<file path="src/rtl/video_proc_pkg.sv">
// Shared instruction layout, opcode constants and dispatcher FSM encoding.
package video_proc_pkg;

  localparam int INSTR_W  = 32;
  localparam int OPC_W    = 4;
  localparam int DATA_W   = 28;
  localparam int OPC_MSB  = 31;
  localparam int OPC_LSB  = 28;
  localparam int DATA_MSB = 27;
  localparam int DATA_LSB = 0;

  typedef logic [OPC_W-1:0]  opcode_t;
  typedef logic [DATA_W-1:0] data_t;

  localparam opcode_t OP_CLEAR  = 4'b0000;
  localparam opcode_t OP_DRAW   = 4'b0001;
  localparam opcode_t OP_TEXT   = 4'b0010;
  localparam opcode_t OP_STATUS = 4'b0011;

  typedef enum logic [1:0] {
    ST_IDLE      = 2'd0,
    ST_ISSUE     = 2'd1,
    ST_WAIT_ACK  = 2'd2,
    ST_WAIT_DONE = 2'd3
  } state_t;

  function automatic opcode_t instr_opcode(input logic [INSTR_W-1:0] instr);
    return instr[OPC_MSB:OPC_LSB];
  endfunction

  function automatic data_t instr_data(input logic [INSTR_W-1:0] instr);
    return instr[DATA_MSB:DATA_LSB];
  endfunction

endpackage

</file>
<file path="src/rtl/instr_dispatcher_if.sv">
// Host-write and control-unit signal bundle of the instruction dispatcher.
interface instr_dispatcher_if #(
  parameter int DEPTH = 8
);
  import video_proc_pkg::*;

  // Handshake: the host write is taken on every cycle with wr_en=1 unless the FIFO is
  // full with no pop in that cycle (then drop pulses). An instruction is handed over on
  // the one-cycle issue pulse; the control unit accepts it by raising ctrl_busy and
  // signals completion by lowering ctrl_busy again.
  logic                   wr_en;
  logic [INSTR_W-1:0]     wr_data;
  logic                   full;
  logic [$clog2(DEPTH):0] count;
  logic                   drop;
  logic                   ctrl_busy;
  logic                   printing;
  opcode_t                opcode;
  data_t                  data;
  logic                   issue;
  logic                   illegal;
  logic                   error;
  logic                   err_clr;
  state_t                 fsm_state;

  modport master (
    output wr_en, wr_data, ctrl_busy, printing, err_clr,
    input  full, count, drop, opcode, data, issue, illegal, error, fsm_state
  );

  modport slave (
    input  wr_en, wr_data, ctrl_busy, printing, err_clr,
    output full, count, drop, opcode, data, issue, illegal, error, fsm_state
  );

endinterface

</file>
<file path="src/rtl/instr_fifo.sv">
// Instruction FIFO with show-ahead head, occupancy count and a registered drop pulse.
module instr_fifo #(
  parameter int DEPTH = 8,
  parameter int WIDTH = 32
) (
  input  logic                   clk,
  input  logic                   reset,
  input  logic                   push_req,
  input  logic [WIDTH-1:0]       wdata,
  input  logic                   pop,
  output logic [WIDTH-1:0]       head,
  output logic                   empty,
  output logic                   full,
  output logic                   drop,
  output logic [$clog2(DEPTH):0] count
);

  localparam int AW = $clog2(DEPTH);
  localparam logic [AW:0] FULL_CNT = (AW+1)'(DEPTH);

  logic [WIDTH-1:0] mem [DEPTH];
  logic [AW-1:0]    wr_ptr;
  logic [AW-1:0]    rd_ptr;
  logic [AW:0]      count_q;
  logic             push;
  logic             pop_ok;

  // A full FIFO still accepts a write when the head leaves in the same cycle.
  assign pop_ok = pop && !empty;
  assign push   = push_req && (!full || pop_ok);
  assign empty  = (count_q == '0);
  assign full   = (count_q == FULL_CNT);
  assign head   = mem[rd_ptr];
  assign count  = count_q;

  always_ff @(posedge clk or negedge reset) begin
    if (!reset) begin
      wr_ptr  <= '0;
      rd_ptr  <= '0;
      count_q <= '0;
      drop    <= 1'b0;
    end else begin
      if (push)   wr_ptr <= wr_ptr + 1'b1;
      if (pop_ok) rd_ptr <= rd_ptr + 1'b1;
      if (push && !pop_ok)      count_q <= count_q + 1'b1;
      else if (!push && pop_ok) count_q <= count_q - 1'b1;
      drop <= push_req && !push;
    end
  end

  always_ff @(posedge clk) begin
    if (push) mem[wr_ptr] <= wdata;
  end

endmodule

</file>
<file path="src/rtl/instr_dispatcher.sv">
// Buffers host instructions and hands them to the control unit one at a time.
// Optional watchdog on WAIT_DONE is compiled in with DISPATCH_WATCHDOG_EN.
module instr_dispatcher
  import video_proc_pkg::*;
#(
  parameter int DEPTH    = 8,
  parameter int ACK_WAIT = 4,
  parameter int TIMEOUT  = 1024
) (
  input  logic               clk,
  input  logic               reset,
  instr_dispatcher_if.slave  bus
);

  localparam int CNT_MAX = (TIMEOUT > ACK_WAIT) ? TIMEOUT : ACK_WAIT;
  localparam int CNT_W   = $clog2(CNT_MAX + 1);

  logic [INSTR_W-1:0] head;
  logic               empty;
  logic               pop;
  opcode_t            head_op;

  instr_fifo #(
    .DEPTH (DEPTH),
    .WIDTH (INSTR_W)
  ) u_fifo (
    .clk      (clk),
    .reset    (reset),
    .push_req (bus.wr_en),
    .wdata    (bus.wr_data),
    .pop      (pop),
    .head     (head),
    .empty    (empty),
    .full     (bus.full),
    .drop     (bus.drop),
    .count    (bus.count)
  );

  assign head_op = instr_opcode(head);

  state_t           state_q, state_d;
  logic [CNT_W-1:0] cnt_q;
  opcode_t          opcode_q;
  data_t            data_q;
  logic             issue_q, illegal_q;
  logic             load, illegal_d;
`ifdef DISPATCH_WATCHDOG_EN
  logic             wd_fire;
  logic             error_q;
`endif

  always_comb begin
    state_d   = state_q;
    pop       = 1'b0;
    load      = 1'b0;
    illegal_d = 1'b0;
`ifdef DISPATCH_WATCHDOG_EN
    wd_fire   = 1'b0;
`endif
    unique case (state_q)
      ST_IDLE: begin
        if (!empty) begin
          if (head_op > OP_STATUS) begin
            pop       = 1'b1;
            illegal_d = 1'b1;
          end else if (!bus.ctrl_busy && (head_op == OP_STATUS || !bus.printing)) begin
            // Status opcodes bypass the print interlock; the others wait for it.
            pop     = 1'b1;
            load    = 1'b1;
            state_d = ST_ISSUE;
          end
        end
      end
      ST_ISSUE: state_d = (opcode_q == OP_STATUS) ? ST_IDLE : ST_WAIT_ACK;
      ST_WAIT_ACK: begin
        if (bus.ctrl_busy)                         state_d = ST_WAIT_DONE;
        else if (cnt_q == CNT_W'(ACK_WAIT - 1))    state_d = ST_IDLE;
      end
      ST_WAIT_DONE: begin
        if (!bus.ctrl_busy) state_d = ST_IDLE;
`ifdef DISPATCH_WATCHDOG_EN
        else if (cnt_q == CNT_W'(TIMEOUT - 1)) begin
          state_d = ST_IDLE;
          wd_fire = 1'b1;
        end
`endif
      end
      default: state_d = ST_IDLE;
    endcase
  end

  // cnt_q counts cycles spent in the current wait state, starting at 0 on entry.
  always_ff @(posedge clk or negedge reset) begin
    if (!reset) begin
      state_q   <= ST_IDLE;
      cnt_q     <= '0;
      opcode_q  <= OP_STATUS;
      data_q    <= '0;
      issue_q   <= 1'b0;
      illegal_q <= 1'b0;
    end else begin
      state_q   <= state_d;
      if (state_d != state_q || state_q == ST_IDLE || state_q == ST_ISSUE) cnt_q <= '0;
      else                                                                 cnt_q <= cnt_q + 1'b1;
      issue_q   <= load;
      illegal_q <= illegal_d;
      if (load) begin
        opcode_q <= head_op;
        data_q   <= instr_data(head);
      end
    end
  end

`ifdef DISPATCH_WATCHDOG_EN
  always_ff @(posedge clk or negedge reset) begin
    if (!reset)           error_q <= 1'b0;
    else if (wd_fire)     error_q <= 1'b1;
    else if (bus.err_clr) error_q <= 1'b0;
  end
  assign bus.error = error_q;
`else
  logic unused_err_clr;
  assign unused_err_clr = bus.err_clr;
  assign bus.error      = 1'b0;
`endif

  assign bus.opcode    = opcode_q;
  assign bus.data      = data_q;
  assign bus.issue     = issue_q;
  assign bus.illegal   = illegal_q;
  assign bus.fsm_state = state_q;

endmodule

</file>
<file path="src/flat_wrapper.sv">
// flat-port wrapper written by rule: the top's interface ports become plain ports
module instr_dispatcher_flat import video_proc_pkg::*;
#(
  parameter int DEPTH    = 8,
  parameter int ACK_WAIT = 4,
  parameter int TIMEOUT  = 1024
)
  (clk, reset, bus_wr_en, bus_wr_data, bus_ctrl_busy, bus_printing, bus_err_clr, bus_full, bus_count, bus_drop, bus_opcode, bus_data, bus_issue, bus_illegal, bus_error, bus_fsm_state);
  instr_dispatcher_if #(.DEPTH(DEPTH)) bus_i ();
  input  logic clk;
  input  logic reset;
  input wire logic [$bits(bus_i.wr_en)-1:0] bus_wr_en;
  input wire logic [$bits(bus_i.wr_data)-1:0] bus_wr_data;
  input wire logic [$bits(bus_i.ctrl_busy)-1:0] bus_ctrl_busy;
  input wire logic [$bits(bus_i.printing)-1:0] bus_printing;
  input wire logic [$bits(bus_i.err_clr)-1:0] bus_err_clr;
  output wire logic [$bits(bus_i.full)-1:0] bus_full;
  output wire logic [$bits(bus_i.count)-1:0] bus_count;
  output wire logic [$bits(bus_i.drop)-1:0] bus_drop;
  output wire logic [$bits(bus_i.opcode)-1:0] bus_opcode;
  output wire logic [$bits(bus_i.data)-1:0] bus_data;
  output wire logic [$bits(bus_i.issue)-1:0] bus_issue;
  output wire logic [$bits(bus_i.illegal)-1:0] bus_illegal;
  output wire logic [$bits(bus_i.error)-1:0] bus_error;
  output wire logic [$bits(bus_i.fsm_state)-1:0] bus_fsm_state;
  assign bus_i.wr_en = bus_wr_en;
  assign bus_i.wr_data = bus_wr_data;
  assign bus_i.ctrl_busy = bus_ctrl_busy;
  assign bus_i.printing = bus_printing;
  assign bus_i.err_clr = bus_err_clr;
  assign bus_full = bus_i.full;
  assign bus_count = bus_i.count;
  assign bus_drop = bus_i.drop;
  assign bus_opcode = bus_i.opcode;
  assign bus_data = bus_i.data;
  assign bus_issue = bus_i.issue;
  assign bus_illegal = bus_i.illegal;
  assign bus_error = bus_i.error;
  assign bus_fsm_state = bus_i.fsm_state;
  instr_dispatcher #(.DEPTH(DEPTH), .ACK_WAIT(ACK_WAIT), .TIMEOUT(TIMEOUT)) u_core (.clk(clk), .reset(reset), .bus(bus_i));
endmodule
</file>
<file path="config.mk">
export PLATFORM = sky130hd
export DESIGN_NAME = instr_dispatcher_flat
export DESIGN_NICKNAME = d
export VERILOG_FILES = /design/src/rtl/video_proc_pkg.sv /design/src/rtl/instr_dispatcher_if.sv /design/src/rtl/instr_fifo.sv /design/src/rtl/instr_dispatcher.sv /design/src/flat_wrapper.sv
export SDC_FILE = /design/constraint.sdc
export NUM_CORES = 1
export LEC_CHECK = 0
export ABC_AREA = 1
export CAP_MARGIN = 10
export CELL_PAD_IN_SITES_DETAIL_PLACEMENT = 2
export CELL_PAD_IN_SITES_GLOBAL_PLACEMENT = 2
export CORE_AREA = 2 2 179 181
export DETAILED_ROUTE_END_ITERATION = 12
export DIE_AREA = 0 0 181 183
export MAX_ROUTING_LAYER = met4
export PLACE_DENSITY = 0.83
export SYNTH_ARGS = -nofsm -noshare
export SYNTH_HDL_FRONTEND = slang
export SYNTH_SLANG_ARGS = --single-unit
export TNS_END_PERCENT = 1
</file>
<file path="constraint.sdc">
create_clock -name clk -period 5.06 [get_ports clk]
set_input_delay 0.506 -clock clk [delete_from_list [all_inputs] [get_ports clk]]
set_output_delay 0.506 -clock clk [all_outputs]
set_load 0.05 [all_outputs]
</file>
# Word level (Yosys, flattened, before mapping)
# Memories as Yosys holds them, arrays and structs flattened.
# Cells that the tools add are included.
[word_totals] register_bits=58 ram_bits=256 in_bits=38 out_inout_bits=43 word_cells=67 n_memories=1
[classes] add_sub_neg=5 order_cmp=1 n_eq_ne=8 mux=23 n_reduce_logical=19
[mem_list] memory="u_core.u_fifo.mem" depth=8 word_bits=32 read_ports=1 rd_ports_with_merged_regs=0 write_ports=1 line_no="instr_fifo.sv:21" rtl="logic [WIDTH-1:0] mem [DEPTH];"
[ops] cell="$mux W2" count=7
[ops] cell="$mux W1" count=12
[ops] cell="$add A11 B1 Y11 const B" count=1
[ops] cell="$eq A11 B2 Y1 const B" count=1
[ops] cell="$mux W11" count=1
[ops] cell="$eq A4 B2 Y1 const B" count=2
[ops] cell="$mux W4" count=2
[ops] cell="$pmux W2 S4" count=1
[ops] cell="$add A3 B1 Y3 const B" count=2
[ops] cell="$logic_and A1 B1 Y1" count=6
[ops] cell="$logic_not A1 Y1" count=6
[ops] cell="$add A4 B1 Y4 const B" count=1
[ops] cell="$eq A2 B2 Y1 const B" count=2
[ops] cell="$eq A4 B4 Y1 const B" count=1
[ops] cell="$gt A4 B2 Y1 const B" count=1
[ops] cell="$logic_not A4 Y1" count=1
[ops] cell="$logic_or A1 B1 Y1" count=4
[ops] cell="$sub A4 B1 Y4 const B" count=1
[ops] cell="$eq A2 B1 Y1 const B" count=1
[ops] cell="$logic_not A2 Y1" count=1
[ops] cell="$ne A2 B2 Y1" count=1
[ops] cell="$reduce_bool A2 Y1" count=1

# Longest topological paths before layout
# Gate-level depths: netlist (run 1).
# An unclocked memory read counts as a cell.
[depth] ltp_word=15 ltp_mapped=23

# Modules after synthesis
# Synthesis (run 1) repeated with hierarchy kept, for this count alone.
[unflattened] hier_cells=1180 hier_area_um2=12898.6
[modules_own_cells] module="instr_fifo" n_inst=1 cells_per_inst=939 area_per_inst_um2=10850.4 seq_area_each_um2=7962.6
[modules_own_cells] module="instr_dispatcher" n_inst=1 cells_per_inst=241 area_per_inst_um2=2048.2 seq_area_each_um2=1178.6

# Worst setup path before layout (run 1)
# Ideal clock, no wire load.
[synth_path] path_kind="register to register" startpoint="register u_core.u_fifo.count_q[0] (netlist: u_core.u_fifo.count[0])" endpoint="register u_core.u_fifo.count_q[3] (netlist: u_core.u_fifo.count[3])" setup_time_ns=0.145 arrival_ns=3.247 path_slack_ns=1.668 path_stages_with_launch=16 n_path_buf=0 period_less_slack_ns=3.392 path_cell_list="dfrtp_1 -> nor2_1 -> nand2_1 -> nor2_1 -> nand3_1 -> nand2_2 -> inv_1 -> ha_1 -> inv_1 -> ha_1 -> a21o_1 -> a21oi_1 -> nand2_1 -> nand2_1 -> nor2_1 -> xor2_1"
[synth_via] word_cells_on_any_way=18
[synth_lines] element="start: declaration" line_no="instr_fifo.sv:24" rtl="logic [AW:0] count_q;"
[synth_lines] element="start signal: assignment" line_no="instr_fifo.sv:45" rtl="if (push && !pop_ok) count_q <= count_q + 1'b1;"
[synth_lines] element="start signal: assignment" line_no="instr_fifo.sv:46" rtl="else if (!push && pop_ok) count_q <= count_q - 1'b1;"
[synth_lines] element="$eq A4 B4 Y1 (*)" line_no="instr_fifo.sv:32" rtl="assign full = (count_q == FULL_CNT);"
[synth_lines] element="net bus_full" line_no="flat_wrapper.sv:17" rtl="output wire logic [$bits(bus_i.full)-1:0] bus_full;"
[synth_lines] element="$logic_not A1 Y1 (*)" line_no="instr_fifo.sv:30" rtl="assign push = push_req && (!full || pop_ok);"
[synth_lines] element="$logic_or A1 B1 Y1 (*)" line_no="instr_fifo.sv:30"
[synth_lines] element="$logic_and A1 B1 Y1 (*)" line_no="instr_fifo.sv:30"
[synth_lines] element="net u_core.u_fifo.push" line_no="instr_fifo.sv:25" rtl="logic push;"
[synth_lines] element="$logic_not A1 Y1" line_no="instr_fifo.sv:46"
[synth_lines] element="$logic_and A1 B1 Y1" line_no="instr_fifo.sv:46"
[synth_lines] element="$reduce_bool A2 Y1 (no source line)"
# The timed path passes the listed nets; every way through them passes the cells marked *. The select of a mux whose other input is x is not followed.
# A chain may end at the register's enable or synchronous reset.

# Worst setup path in the final report (run 1)
[layout_path] startpoint="register u_core.u_fifo.rd_ptr[0]" endpoint="register u_core.u_fifo.count_q[3] (netlist: u_core.u_fifo.count[3])"
[layout_via] elab_chain_len=14 word_cells_on_any_way=18
[layout_rtl] element="start: declaration" line_no="instr_fifo.sv:23" rtl="logic [AW-1:0] rd_ptr;"
[layout_rtl] element="start signal: assignment" line_no="instr_fifo.sv:44" rtl="if (pop_ok) rd_ptr <= rd_ptr + 1'b1;"
[layout_rtl] element="$mem_v2 Z8 W32 (*)"
[layout_rtl] element="$eq A4 B2 Y1" line_no="instr_dispatcher.sv:66" rtl="end else if (!bus.ctrl_busy && (head_op == OP_STATUS || !bus.printing)) begin"
[layout_rtl] element="$logic_or A1 B1 Y1" line_no="instr_dispatcher.sv:66"
[layout_rtl] element="$logic_and A1 B1 Y1" line_no="instr_dispatcher.sv:66"
[layout_rtl] element="$mux W1" line_no="instr_dispatcher.sv:66"
[layout_rtl] element="$mux W1 (*)" line_no="instr_dispatcher.sv:63" rtl="if (head_op > OP_STATUS) begin"
[layout_rtl] element="$mux W1 (*)" line_no="instr_dispatcher.sv:62" rtl="if (!empty) begin"
[layout_rtl] element="$mux W1 (*)" line_no="instr_dispatcher.sv:60" rtl="unique case (state_q)"
[layout_rtl] element="$logic_and A1 B1 Y1 (*)" line_no="instr_fifo.sv:29" rtl="assign pop_ok = pop && !empty;"
[layout_rtl] element="$logic_or A1 B1 Y1 (*)" line_no="instr_fifo.sv:30"
[layout_rtl] element="$logic_and A1 B1 Y1 (*)" line_no="instr_fifo.sv:30"
[layout_rtl] element="net u_core.u_fifo.push" line_no="instr_fifo.sv:25"
[layout_rtl] element="$logic_not A1 Y1" line_no="instr_fifo.sv:46"
[layout_rtl] element="$logic_and A1 B1 Y1" line_no="instr_fifo.sv:46"
[layout_rtl] element="$reduce_bool A2 Y1 (no source line)"
# The timed path passes the listed nets; every way through them passes the cells marked *.

==> flow_metrics.env, run 1 <==
export IMPL_grt_pass1_wl_mm=56.50
export IMPL_clock_latency_ns=0.52
export IMPL_syn_to_final_growth_pct=18.42
export IMPL_ioPinCount=81
export IMPL_tightest_slew_ns=0.9757
export IMPL_path_clk_slew_ns=0.06
export IMPL_setup_tns_ns=0
export IMPL_routed_wl_mm=36.59
export IMPL_vias_per_cell=5.523
export IMPL_post_dp_hpwl_mm=21.69
export IMPL_whs_ns=0.1626
export IMPL_yosys_area_top_type="edfxtp_1"
export IMPL_cts_root_buf="clkbuf_16"
export IMPL_crit_fanout=59
export IMPL_multi_input_area_um2=2808
export IMPL_core_um2=31230
export IMPL_grtUsageMet2=0.4046
export IMPL_cts_sinks=314
export IMPL_rr_startpoint="u_core.u_fifo.rd_ptr[0]$_DFFE_PN0P_"
export IMPL_netlist_area_um2=12370
export IMPL_drtAntennaViolNets=0
export IMPL_yosys_top_cells_area="edfxtp_1, dfrtp_1, o21ai_0"
export IMPL_irDropWorstVdd_mv=0.2959
export IMPL_pre_cts_slack_ns=0.9536
export IMPL_power_density_nw_per_um2=627.2
export IMPL_reg2reg_slack_ns=0.91
export IMPL_ys_ff_latch=314
export IMPL_drive_gt1_frac=0.09270
export IMPL_critPathCapture="u_core.u_fifo.count[3]$_DFFE_PN0P_"
export IMPL_drv_slew=0
export IMPL_fillers=3075
export IMPL_status="finished, final reports clean"
export IMPL_rsz0062_at_grt="false"
export IMPL_fp_dieW_um=181
export IMPL_gr_usage_met1=0.2782
export IMPL_die_area_um2=33120
export IMPL_seq_area_um2=9145
export IMPL_ys_seq_area_frac=0.7389
export IMPL_grt_busiest_layer="met2"
export IMPL_dieHeight_um=183
export IMPL_finalSetupViolCount=0
export IMPL_avgSynthCellArea_um2=12.83
export IMPL_start_util=0.3962
export IMPL_fin_nets=1086
export IMPL_ctsHoldBuffers=0
export IMPL_rr_worst_depth=22
export IMPL_finalHoldViolations=0
export IMPL_io_buffers=78
export IMPL_drt_iter0_markers=425
export IMPL_drt_pass1_iterations=6
export IMPL_fin_crit_sh=0.8194
export IMPL_maxCapViolations=0
export IMPL_use_met3=0.03495
export IMPL_post_cts_resized=0
export IMPL_cp_end_kind="register"
export IMPL_clockBufferDepth=3
export IMPL_cts_htree_levels=2
export IMPL_wl_per_cell_um=24.88
export IMPL_synth_enable_flop_cells=256
export IMPL_finalClockSkew_ns=0.01702
export IMPL_fmax_ghz=0.2412
export IMPL_rr_endpoint="u_core.u_fifo.count[3]$_DFFE_PN0P_"
export IMPL_synth_cell_type_count=32
export IMPL_postCtsSetupBuffers=0
export IMPL_synth_cells=964
export IMPL_crit_type="register to register"
export IMPL_tritoncts="yes"
export IMPL_cp_start_kind="register"
export IMPL_hold_class="input port to asynchronous set/reset pin"
export IMPL_ys_async_sr_fraction=0.1847
export IMPL_grt_util_all_layers=0.2315
export IMPL_grt_max_degree=75
export IMPL_num_vias=8125
export IMPL_gp_congestion=0.7345
export IMPL_rows=65
export IMPL_synth_ff_type="edfxtp_1"
export IMPL_grt_pass1_vias=9268
export IMPL_crit_arrival_ns=4.53
export IMPL_yosys_warnings=0
export IMPL_cp_required_ns=5.45
export IMPL_finish_utilization=0.4691
export IMPL_relSlewSlack=0.3495
export IMPL_grt_overflow=0
export IMPL_syn_nets=1009
export IMPL_numCtsBuffers=35
export IMPL_fin_crit_ns=4.146
export IMPL_antenna_found_initial=1
export IMPL_drc_errors=0
export IMPL_p_leak_nw=5.199
export IMPL_critPathLaunch="u_core.u_fifo.rd_ptr[0]$_DFFE_PN0P_"
export IMPL_synth_top_area_share=0.6214
export IMPL_layout_setup_ws_ns=0.9141
[routing by layer]
metal / part of all wire / wire length (um) / vias to the layer above
met5: 0 / 0 / -
met4: 0.027 / 992 / 0
met3: 0.042 / 1528 / 79
met2: 0.52 / 18880 / 208
met1: 0.42 / 15190 / 4212
li1: - / - / 3626
[critical path, stage by stage (launching register included)]
cell	delay, ns
dfrtp_4	0.88
inv_4	0.41
nand2_1	0.17
nand2_1	0.08
nand2_1	0.07
nand3_1	0.08
nand2_1	0.15
nor2_1	0.07
nand2_1	0.07
nand2_2	0.06
nand2_1	0.07
nand3_1	0.16
nand2_2	0.34
inv_1	0.08
ha_1	0.24
inv_1	0.13
ha_1	0.25
a21o_1	0.17
a21oi_1	0.17
nand2_1	0.07
nand2_1	0.06
nor2_1	0.05
xor2_1	0.14
[layout make-up]
class,count,area share
timing repair buffer,97,0.06269
inverter,46,0.01196
clock buffer,55,0.07071
clock inverter,9,0.004270
sequential,314,0.6242
multi-input combinational,547,0.1916
tap,402,0.03433
antenna,1,0.0001708
[cells in the final DEF, fill, tap and decap left out, types with 2 or more instances in the layout]
cell / instances
edfxtp_1: 256
o21ai_0: 143
nor2_1: 136
nand2_1: 100
clkdlybuf4s50_1: 77
dfrtp_1: 55
inv_1: 43
clkbuf_16: 36
nand3_1: 28
o22ai_1: 28
o221ai_1: 28
buf_4: 19
o21ai_1: 17
a21oi_1: 13
o21ai_2: 13
clkbuf_1: 12
xor2_1: 9
nor2_4: 8
ha_1: 6
clkbuf_8: 6
xnor2_1: 4
nand4_1: 3
clkinv_1: 3
inv_2: 2
nand2_2: 2
nor4_1: 2
nor3_1: 2
clkinv_2: 2
dfstp_2: 2
[power by group]
group	switching [mW]	total (mW)	internal [mW]
Combinational	2.26	3.13	0.877
Clock	1.01	2.43	1.41
Sequential	0.326	3.62	3.30
Total	3.60	9.19	5.59
[cell usage after synthesis, types with 2 or more instances]
cell      count
dfrtp_1      56
nand2_1     100
inv_1        44
nand4_1       3
buf_6        10
dfstp_2       2
o21ai_0     143
nand2_2       2
o221ai_1     28
edfxtp_1    256
xnor2_1       4
a21oi_1      13
nor2_1      144
nor3_1        2
ha_1          6
o21ai_2      13
o22ai_1      28
clkbuf_1     34
nand3_1      28
xor2_1        9
buf_2        11
nor4_1        2
o21ai_1      17
[sequential cells by signal, indices dropped and copies added (netlist names), 2 cells and up]
name                  flops
u_core.u_fifo.wr_ptr      3
u_core.cnt_q             11
u_core.u_fifo.count       4
u_core.bus.data          28
u_core.bus.fsm_state      2
u_core.u_fifo.rd_ptr      3
u_core.u_fifo.mem       256
u_core.bus.opcode         4
[kinds of logic (layout without fill, tap and decap cells)]
family,Yosys count,count (layout),share of synthesized area
AO/OA/AOI/OAI,244,244,0.1144
XOR/XNOR,13,13,0.009203
adder cells (fa/ha/maj),7,7,0.007686
buffers and inverters,103,207,0.03904
flip-flops,314,314,0.7389
other,1,2,0.0003031
AND/OR/NAND/NOR,282,282,0.09051
[through the flow]
| step | cell area (um2) | cells | total power [mW] |
|---|---|---|---|
| 6_report | 14650 | 1471 | 9.188 |
| 5_1_grt | 14650 | 1471 | 9.666 |
| 4_1_cts | 14650 | 1470 | 9.293 |
| 3_5_place_dp | 13550 | 1406 | 6.802 |
| 3_3_place_gp | 13550 | 1406 | 6.504 |
| 2_1_floorplan | 12370 | 964 | 5.572 |
[worst min-delay path by stage]
| stage | start | end | slack [ns] | cells past startpoint |
|---|---|---|---|---|
| after floorplan | reset | u_core.bus.data[0]$_DFFE_PN0P_ | 0.21 | 0 |
| after CTS | reset | u_core.cnt_q[6]$_DFF_PN0_ | 0.19 | 1 |
| after global placement | u_core.bus.data[22]$_DFFE_PN0P_ | u_core.bus.data[22]$_DFFE_PN0P_ | 0.47 | 2 |
| final | reset | u_core.cnt_q[6]$_DFF_PN0_ | 0.16 | 1 |
| after detailed placement | u_core.bus.data[22]$_DFFE_PN0P_ | u_core.bus.data[22]$_DFFE_PN0P_ | 0.48 | 2 |
| after global routing | reset | u_core.bus.data[17]$_DFFE_PN0P_ | 0.22 | 1 |
(Power assumes the default switching activity.)
==> run 2: changes to the inputs <==
--- a/config.mk
+++ b/config.mk
@@ -9,11 +9,11 @@
 export CAP_MARGIN = 10
 export CELL_PAD_IN_SITES_DETAIL_PLACEMENT = 2
 export CELL_PAD_IN_SITES_GLOBAL_PLACEMENT = 2
-export CORE_AREA = 2 2 179 181
+export CORE_AREA = 2 2 186 188
 export DETAILED_ROUTE_END_ITERATION = 12
-export DIE_AREA = 0 0 181 183
+export DIE_AREA = 0 0 188 190
 export MAX_ROUTING_LAYER = met4
-export PLACE_DENSITY = 0.83
+export PLACE_DENSITY = 0.81
 export SYNTH_ARGS = -nofsm -noshare
 export SYNTH_HDL_FRONTEND = slang
 export SYNTH_SLANG_ARGS = --single-unit
==> constraint.sdc (replaced) <==
create_clock -name clk -period 3.8 [get_ports clk]
set_input_delay 0.38 -clock clk [delete_from_list [all_inputs] [get_ports clk]]
set_output_delay 0.38 -clock clk [all_outputs]
set_load 0.05 [all_outputs]
==> flow_metrics.env, run 2 (same netlist as run 1, synthesis figures left out) <==
export IMPL_cp_required_ns=4.24
export IMPL_fin_crit_sh=0.8752
export IMPL_numCtsBuffers=35
export IMPL_syn_to_final_growth_pct=19.14
export IMPL_ioPinCount=81
export IMPL_finalPower_mw=12.14
export IMPL_gp_congestion=0.7364
export IMPL_clockBufferDepth=3
export IMPL_clock_latency_ns=0.54
export IMPL_rr_startpoint="u_core.u_fifo.rd_ptr[0]$_DFFE_PN0P_"
export IMPL_num_vias=8039
export IMPL_drc_errors=0
export IMPL_cts_root_buf="clkbuf_16"
export IMPL_grt_util_all_layers=0.2091
export IMPL_fin_nets=1090
export IMPL_die_area_um2=35720
export IMPL_irDropWorstVdd_mv=0.3996
export IMPL_drive_gt1_frac=0.09328
export IMPL_grt_pass1_wl_mm=55.27
export IMPL_start_util=0.3644
export IMPL_final_cell_mix="edfxtp_1, o21ai_0, nor2_1, nand2_1, clkdlybuf4s50_1"
export IMPL_rows=68
export IMPL_finalClockSkew_ns=0.03486
export IMPL_rsz0062_at_grt="false"
export IMPL_cp_start_kind="register"
export IMPL_core_um2=33950
export IMPL_tritoncts="yes"
export IMPL_drtAntennaViolNets=0
export IMPL_grt_max_degree=59
export IMPL_status="finished, final reports clean"
export IMPL_slowest_delay_ns=0.68
export IMPL_relSlewSlack=0.5657
export IMPL_fp_dieW_um=188
export IMPL_io_buffers=78
export IMPL_crit_family="simple AND/OR/NAND/NOR gates"
export IMPL_power_density_nw_per_um2=823.9
export IMPL_tightest_slew_ns=0.6447
export IMPL_drt_pass1_iterations=5
export IMPL_setup_tns_ns=0
export IMPL_cp_end_kind="register"
export IMPL_hold_class="input port to asynchronous set/reset pin"
export IMPL_fin_crit_ns=3.326
export IMPL_p_leak_nw=5.206
export IMPL_crit_buf_inv=3
export IMPL_final_common_cell="edfxtp_1"
export IMPL_grt_pass1_vias=9243
export IMPL_postCtsSetupBuffers=0
export IMPL_crit_arrival_ns=3.77
export IMPL_top_register="u_core.u_fifo.mem"
export IMPL_rr_worst_depth=19
export IMPL_dieHeight_um=190
export IMPL_routed_wl_mm=35.69
export IMPL_wl_per_cell_um=23.36
export IMPL_finalHoldViolations=0
export IMPL_antenna_found_initial=1
export IMPL_crit_fanout=31
export IMPL_cts_sinks=314
export IMPL_crit_type="register to register"
export IMPL_path_clk_slew_ns=0.06
export IMPL_largest_reg_flops=256
export IMPL_maxCapViolations=0
export IMPL_path_cells="inv_8 -> nor2_1 -> nand2_1 -> nand3_1 -> nand3_1 -> nand2_1 -> nand2_1 -> nand2_2 -> nand2_1 -> nand2_1 -> inv_1 -> ha_1 -> inv_1 -> ha_1 -> a21o_1 -> a21oi_1 -> nor2_1 -> nor2_1 -> xor2_1"
export IMPL_grt_overflow=0
export IMPL_post_dp_hpwl_mm=20.48
export IMPL_finalSetupViolCount=0
export IMPL_fillers=3354
export IMPL_rr_endpoint="u_core.u_fifo.count[3]$_DFFE_PN0P_"
export IMPL_drt_iter0_markers=537
export IMPL_reg2reg_slack_ns=0.47
export IMPL_whs_ns=0.3250
export IMPL_cpMostUsedCell="nand2_1"
export IMPL_vias_per_cell=5.261
export IMPL_fmax_ghz=0.3007
export IMPL_cp_slowest_cell="dfrtp_4"
export IMPL_cts_htree_levels=2
export IMPL_drv_slew=0
[run 2: cell types whose count changed in the layout (fill, tap and decap cells not counted), sizes merged]
cell,change
buf,+3
bufinv,+1
clkbuf,-7
clkinv,+4
dlygate4sd3,+1
inv,+2
[run 2: repair_timing]
item / 4_1_cts / 5_1_grt
setup endpoints to repair: 0 / 1
hold buffers: 1 / 0
resized for setup: 0 / 2
hold endpoints to repair: 11 / 0
[run 2: worst max path at each step]
| stage | to | startpoint | cells after the start | slack, ns |
|---|---|---|---|---|
| after floorplan | u_core.u_fifo.count[3]$_DFFE_PN0P_ | u_core.u_fifo.count[0]$_DFFE_PN0P_ | 15 | 0.41 |
| after global placement | u_core.u_fifo.count[3]$_DFFE_PN0P_ | u_core.u_fifo.rd_ptr[0]$_DFFE_PN0P_ | 21 | 0.51 |
| after detailed placement | u_core.u_fifo.count[3]$_DFFE_PN0P_ | u_core.u_fifo.rd_ptr[0]$_DFFE_PN0P_ | 21 | 0.38 |
| after CTS | u_core.u_fifo.count[3]$_DFFE_PN0P_ | u_core.u_fifo.rd_ptr[0]$_DFFE_PN0P_ | 21 | 0.33 |
| after global routing | u_core.u_fifo.count[3]$_DFFE_PN0P_ | u_core.u_fifo.rd_ptr[0]$_DFFE_PN0P_ | 20 | 0.04 |
| final | u_core.u_fifo.count[3]$_DFFE_PN0P_ | u_core.u_fifo.rd_ptr[0]$_DFFE_PN0P_ | 19 | 0.47 |
[run 2: per-layer routing]
layer	vias to the layer above	wire (um)	GRT usage
li1	3629	-	-
met1	4170	14910	0.2452
met2	168	18620	0.3723
met3	72	1295	0.03357
met4	0	859	0.05966
met5	-	0	-
[run 2: stage by stage]
step | setup slack, ns | utilization | cell area [um2] | std cells
after floorplan | 0.4078 | - | 12370 | 964
after global placement | 0.5077 | 0.4028 | 13680 | 1462
after detailed placement | 0.3767 | 0.4028 | 13680 | 1462
after CTS | 0.3290 | 0.4340 | 14730 | 1527
after global routing | 0.03890 | 0.4342 | 14740 | 1528
final | 0.4744 | 0.4342 | 14740 | 1528
[run 2: area by class of cell]
cell class	count	area, um2	area share
Sequential cell	314	9145	0.6204
Multi-Input combinational cell	547	2808	0.1905
Timing Repair Buffer	101	988.4	0.06706
Clock buffer	48	934.6	0.06341
Tap cell	455	569.3	0.03862
Inverter	46	180.2	0.01222
Clock inverter	16	112.6	0.007639
Antenna cell	1	2.502	0.0001698
[run 2: power by group]
group	switching [mW]	internal, mW	leakage [nW]	total, mW
clock network	1.36	1.80	0.512	3.16
registers	0.383	4.39	3.07	4.78
logic	3.01	1.19	1.63	4.21
